[src/rtl/uart_port.sv]
// uart_port: device-side 8N1 UART transceiver behind the CPU serial-port address.
//   clk_50MHz     system clock, all logic on the rising edge
//   rst           synchronous active-high reset
//   data_i        byte written on a wrn event
//   data_o        receive buffer contents
//   rdn / wrn     active-low read / write strobes (one event per low pulse)
//   data_ready    receive buffer holds an unread byte
//   tbre / tsre   transmit holding register empty / transmit shifter idle
//   rxd / txd     serial input (asynchronous) / serial output (idle high)
//   rx_overrun    sticky: byte received while data_ready was already set
//   rx_frame_err  sticky: stop bit sampled low
module uart_port #(
  parameter int unsigned CLKS_PER_BIT = 434
) (
  input  logic       clk_50MHz,
  input  logic       rst,
  input  logic [7:0] data_i,
  output logic [7:0] data_o,
  input  logic       rdn,
  input  logic       wrn,
  output logic       data_ready,
  output logic       tbre,
  output logic       tsre,
  input  logic       rxd,
  output logic       txd,
  output logic       rx_overrun,
  output logic       rx_frame_err
);

  localparam logic [15:0] BitLast  = 16'(CLKS_PER_BIT - 1);
  localparam logic [15:0] HalfLast = 16'(CLKS_PER_BIT / 2 - 1);

  typedef enum logic [1:0] {TxIdle, TxStart, TxData, TxStop} tx_state_e;
  typedef enum logic [1:0] {RxIdle, RxStart, RxData, RxStop} rx_state_e;

  // Strobe edge detection
  logic rdn_q, wrn_q;
  logic rd_ev, wr_ev;
  assign rd_ev = rdn_q & ~rdn;
  assign wr_ev = wrn_q & ~wrn;

  // Transmit state
  tx_state_e   tx_state_q, tx_state_d;
  logic [15:0] tx_cnt_q, tx_cnt_d;
  logic [2:0]  tx_idx_q, tx_idx_d;
  logic [7:0]  tx_shift_q, tx_shift_d;
  logic [7:0]  hold_q, hold_d;
  logic        tbre_q, tbre_d;
  logic        tsre_q, tsre_d;
  logic        txd_q, txd_d;

  // Receive state
  logic        rx_meta_q, rx_s_q;
  rx_state_e   rx_state_q, rx_state_d;
  logic [15:0] rx_cnt_q, rx_cnt_d;
  logic [2:0]  rx_idx_q, rx_idx_d;
  logic [7:0]  rx_shift_q, rx_shift_d;
  logic [7:0]  rbuf_q, rbuf_d;
  logic        ready_q, ready_d;
  logic        ovr_q, ovr_d;
  logic        ferr_q, ferr_d;
  logic        rx_load, rx_bad_stop;

  always_comb begin
    tx_state_d = tx_state_q;
    tx_cnt_d   = tx_cnt_q;
    tx_idx_d   = tx_idx_q;
    tx_shift_d = tx_shift_q;
    hold_d     = hold_q;
    tbre_d     = tbre_q;
    tsre_d     = tsre_q;
    txd_d      = txd_q;

    // A write and a holding-register drain never coincide: they need opposite tbre_q.
    if (wr_ev && tbre_q) begin
      hold_d = data_i;
      tbre_d = 1'b0;
    end

    unique case (tx_state_q)
      TxIdle: begin
        if (!tbre_q) begin
          tx_shift_d = hold_q;
          tbre_d     = 1'b1;
          tsre_d     = 1'b0;
          txd_d      = 1'b0;
          tx_cnt_d   = '0;
          tx_state_d = TxStart;
        end
      end
      TxStart: begin
        if (tx_cnt_q == BitLast) begin
          tx_cnt_d   = '0;
          tx_idx_d   = '0;
          txd_d      = tx_shift_q[0];
          tx_state_d = TxData;
        end else begin
          tx_cnt_d = tx_cnt_q + 16'd1;
        end
      end
      TxData: begin
        if (tx_cnt_q == BitLast) begin
          tx_cnt_d = '0;
          if (tx_idx_q == 3'd7) begin
            txd_d      = 1'b1;
            tx_state_d = TxStop;
          end else begin
            tx_idx_d = tx_idx_q + 3'd1;
            txd_d    = tx_shift_q[tx_idx_d];
          end
        end else begin
          tx_cnt_d = tx_cnt_q + 16'd1;
        end
      end
      TxStop: begin
        if (tx_cnt_q == BitLast) begin
          tx_cnt_d = '0;
          if (!tbre_q) begin
            // Chain straight into the next frame with no idle gap.
            tx_shift_d = hold_q;
            tbre_d     = 1'b1;
            txd_d      = 1'b0;
            tx_state_d = TxStart;
          end else begin
            tsre_d     = 1'b1;
            tx_state_d = TxIdle;
          end
        end else begin
          tx_cnt_d = tx_cnt_q + 16'd1;
        end
      end
    endcase
  end

  always_comb begin
    rx_state_d  = rx_state_q;
    rx_cnt_d    = rx_cnt_q;
    rx_idx_d    = rx_idx_q;
    rx_shift_d  = rx_shift_q;
    rx_load     = 1'b0;
    rx_bad_stop = 1'b0;

    unique case (rx_state_q)
      RxIdle: begin
        if (!rx_s_q) begin
          rx_cnt_d   = '0;
          rx_state_d = RxStart;
        end
      end
      RxStart: begin
        if (rx_cnt_q == HalfLast) begin
          rx_cnt_d   = '0;
          rx_idx_d   = '0;
          // Line back high at mid-start-bit: treat as a glitch.
          rx_state_d = rx_s_q ? RxIdle : RxData;
        end else begin
          rx_cnt_d = rx_cnt_q + 16'd1;
        end
      end
      RxData: begin
        if (rx_cnt_q == BitLast) begin
          rx_cnt_d             = '0;
          rx_shift_d[rx_idx_q] = rx_s_q;
          if (rx_idx_q == 3'd7) begin
            rx_state_d = RxStop;
          end else begin
            rx_idx_d = rx_idx_q + 3'd1;
          end
        end else begin
          rx_cnt_d = rx_cnt_q + 16'd1;
        end
      end
      RxStop: begin
        if (rx_cnt_q == BitLast) begin
          rx_cnt_d    = '0;
          rx_state_d  = RxIdle;
          rx_load     = rx_s_q;
          rx_bad_stop = ~rx_s_q;
        end else begin
          rx_cnt_d = rx_cnt_q + 16'd1;
        end
      end
    endcase
  end

  // Receive buffer and status flags; a set in the same cycle as a read wins.
  always_comb begin
    rbuf_d  = rbuf_q;
    ready_d = ready_q;
    ovr_d   = ovr_q;
    ferr_d  = ferr_q;
    if (rd_ev) begin
      ready_d = 1'b0;
      ovr_d   = 1'b0;
      ferr_d  = 1'b0;
    end
    if (rx_load) begin
      rbuf_d  = rx_shift_q;
      ready_d = 1'b1;
      if (ready_q && !rd_ev) begin
        ovr_d = 1'b1;
      end
    end
    if (rx_bad_stop) begin
      ferr_d = 1'b1;
    end
  end

  always_ff @(posedge clk_50MHz) begin
    if (rst) begin
      rdn_q      <= 1'b1;
      wrn_q      <= 1'b1;
      tx_state_q <= TxIdle;
      tx_cnt_q   <= '0;
      tx_idx_q   <= '0;
      tx_shift_q <= '0;
      hold_q     <= '0;
      tbre_q     <= 1'b1;
      tsre_q     <= 1'b1;
      txd_q      <= 1'b1;
      rx_meta_q  <= 1'b1;
      rx_s_q     <= 1'b1;
      rx_state_q <= RxIdle;
      rx_cnt_q   <= '0;
      rx_idx_q   <= '0;
      rx_shift_q <= '0;
      rbuf_q     <= '0;
      ready_q    <= 1'b0;
      ovr_q      <= 1'b0;
      ferr_q     <= 1'b0;
    end else begin
      rdn_q      <= rdn;
      wrn_q      <= wrn;
      tx_state_q <= tx_state_d;
      tx_cnt_q   <= tx_cnt_d;
      tx_idx_q   <= tx_idx_d;
      tx_shift_q <= tx_shift_d;
      hold_q     <= hold_d;
      tbre_q     <= tbre_d;
      tsre_q     <= tsre_d;
      txd_q      <= txd_d;
      rx_meta_q  <= rxd;
      rx_s_q     <= rx_meta_q;
      rx_state_q <= rx_state_d;
      rx_cnt_q   <= rx_cnt_d;
      rx_idx_q   <= rx_idx_d;
      rx_shift_q <= rx_shift_d;
      rbuf_q     <= rbuf_d;
      ready_q    <= ready_d;
      ovr_q      <= ovr_d;
      ferr_q     <= ferr_d;
    end
  end

  assign data_o       = rbuf_q;
  assign data_ready   = ready_q;
  assign tbre         = tbre_q;
  assign tsre         = tsre_q;
  assign txd          = txd_q;
  assign rx_overrun   = ovr_q;
  assign rx_frame_err = ferr_q;

endmodule

[config.mk]
export PLATFORM = sky130hd
export DESIGN_NAME = uart_port
export DESIGN_NICKNAME = d
export VERILOG_FILES = /design/src/rtl/uart_port.sv
export SDC_FILE = /design/constraint.sdc
export NUM_CORES = 1
export LEC_CHECK = 0
export ABC_AREA = 1
export CORE_MARGIN = 1.5
export CORE_UTILIZATION = 50
export DETAILED_ROUTE_END_ITERATION = 10
export GPL_TIMING_DRIVEN = 0
export PLACE_DENSITY = 0.69
export SYNTH_ARGS = -nofsm -noshare
export SYNTH_HDL_FRONTEND = slang
export SYNTH_SLANG_ARGS = --single-unit
[constraint.sdc]
create_clock -name clk_50MHz -period 3.9 [get_ports clk_50MHz]
set_input_delay 0.585 -clock clk_50MHz [delete_from_list [all_inputs] [get_ports clk_50MHz]]
set_output_delay 0.585 -clock clk_50MHz [all_outputs]
set_load 0.01 [all_outputs]
==> flow_summary.yaml <==
sta:
  fin_worst_skew_ns: 0.01176
  worst_pin_slew_ns: 0.7336
  fmax_mhz: 493.5
  period_minus_slack_ns: 2.026
  slew_headroom_pct: 51.10
  setup_viol: 0
  period_share_pct: 51.96
  setup_tns_ns: 0
  rsz0062_at_grt: "false"
  drv_slew: 0
  hold_viol_final: 0
clock_tree:
  hold_buffers: 0
  cts_resized: 0
  htreeDepth: 3
  clock_latency_ns: 0.37
  clk_path_buf_depth: 2
  numCtsBuffers: 9
  cts_tree: "yes"
  cts_root_buffer: "clkbuf_8"
  clk_pin_slew_worst_paths_ns: 0.10
  postCtsSetupBuffers: 0
  cts_sinks: 84
power_and_ir_drop:
  power_density_nw_per_um2: 460.3
  fin_total_pwr_mw: 2.233
  p_leak_nw: 1.924
  ir_worst_vdd_mv: 0.2080
floorplan:
  initial_core_util_pct: 51.91
  fp.dieW_um: 95.59
  num_rows: 33
  dieHeight_um: 95.59
  ios: 27
  die-area_um2: 9137
  core_area_um2: 8258
yosys:
  ys.flop_type: "dfxtp_1"
  ys_types: 37
  async_flop_share_pct: 0
  syn-cell-area_um2: 4287
  ys.warnings.count: 0
  synthCells: 618
  seq_area_frac_synth_pct: 39.23
  avgSynthCellArea_um2: 6.936
  synth_seq_cells: 84
  synth_edf_count: 0
  synth_nets: 645
final_layout:
  drive_above_1_share_pct: 7.436
  layout_commonest_cell: "nand2_1"
  final_cell_mix: "125 x nand2_1, 90 x inv_1, 84 x dfxtp_1, 75 x nor2_1, 54 x a21oi_1"
  n_antenna_cell: 0
  fin_nets: 681
  syn_to_final_growth_pct: 13.16
  post-route-util_pct: 58.74
  final_cell_area_um2: 4851
grt:
  antenna_found_initial: 0
  grt_pass1_vias: 3455
  grt_overflow: 0
  grt_start_max_net_pins: 17
  track_usage_pct: 21.98
  grt_pass1_wl_um: 15590
routing:
  wl_per_cell_um: 12.46
  drt_iter0_markers: 125
  viasPerCell: 5.156
  drc: 0
  drtAntennaViolNets: 0
  num_vias: 3939
  first_pass_iters: 5
  drt-total-wl_um: 9517
worst_setup_path:
  path_max_fanout: 10
  startpoint_type: "register"
  worstPathArrival_ns: 2.29
  worstPathRequired_ns: 4.17
  r2r_cells: 7
  endpoint_kind: "register"
  crit_type: "register to register"
status:
  status: "completed"
placed_design:
  port_buffers: 25
  place.gp.congestion: 0.8620
  placed_area_um2: 4668
  dpl.hpwl_um: 7015
worst_hold_path:
  min_path_type: "register to register"
  hold_depth: 1
job:
  cap_viol_max_count: 0
-- worst max-delay path: stages, from the launching register on --
cell and delay [ns]:
dfxtp_1 0.42, inv_1 0.11, ha_1 0.35, nor2_1 0.42, clkbuf_1 0.38, nand3_1 0.13, nand2_1 0.08, nor2_1 0.05
-- cells in the mapped netlist, types with 3 or more instances --
| cell | instances | area [µm²] |
|---|---|---|
| a211oi_1 | 6 | 45.04 |
| a211oi_2 | 8 | 100.1 |
| a21oi_1 | 54 | 270.3 |
| buf_2 | 3 | 15.01 |
| clkbuf_1 | 10 | 37.54 |
| dfxtp_1 | 84 | 1682 |
| ha_1 | 14 | 175.2 |
| inv_1 | 90 | 337.8 |
| inv_2 | 4 | 15.01 |
| nand2_1 | 125 | 469.2 |
| nand2_2 | 3 | 18.77 |
| nand3_1 | 49 | 245.2 |
| nand4_1 | 12 | 75.07 |
| nor2_1 | 75 | 281.5 |
| nor2_2 | 4 | 25.02 |
| nor3_1 | 12 | 60.06 |
| o211ai_1 | 7 | 52.55 |
| o21ai_0 | 28 | 140.1 |
| o22ai_1 | 3 | 18.77 |
| xor2_1 | 5 | 43.79 |
-- report_power, final --
part	internal [mW]	leakage, nW	switching, mW
logic	0.229	1.15	0.399
registers	0.946	0.682	0.0671
clock network	0.240	0.0917	0.351
-- cells by family after synthesis --
family	share of synthesized area (%)
simple gates	29.36
flops	39.23
compound gates	15.64
fa+ha+maj	4.086
buf+inv	10.65
xor+xnor	1.022
-- metrics by stage --
stage          std cells  hold slack [ns]  setup slack, ns
3_5_place_dp         748           0.4278            1.728
6_report             764           0.4440            1.874
2_1_floorplan        618           0.3895            2.221
3_3_place_gp         748           0.4257            1.791
5_1_grt              764           0.4640            1.726
4_1_cts              764           0.4401            1.880
-- final timing paths --
check	endpoint	slack (ns)	start
max	tx_shift_q[7]	1.87	tx_state_q[0]
min	rx_s_q	0.44	rx_meta_q
max reg2reg	tx_shift_q[7]	1.87	tx_state_q[0]
min reg2reg	rx_s_q	0.44	rx_meta_q
-- metal layers --
layer,vias up,routed length (µm),track usage (%)
li1,2073,-,-
met1,1790,4674,29.02
met2,65,4389,36.09
met3,11,321,3.589
met4,0,132,7.598
met5,-,0,0
-- registers in the layout, summed over array words and instances, names as in the netlist, 2 cells and up, named ones only --
register	flops
tx_idx_q	3
tx_shift_q	8
data_o	8
rx_idx_q	3
rx_cnt_q	16
hold_q	8
tx_state_q	2
tx_cnt_q	16
rx_shift_q	8
-- layout make-up --
cell class	count	area, µm²
buffer	18	93.84
sequential	84	1682
tap	105	131.4
clock buffer	9	123.9
fill	794	3407
clock inverter	7	58.81
inverter	96	362.8
multi-input combinational	420	2148
timing repair buffer	25	250.2
(Power assumes the default switching activity.)
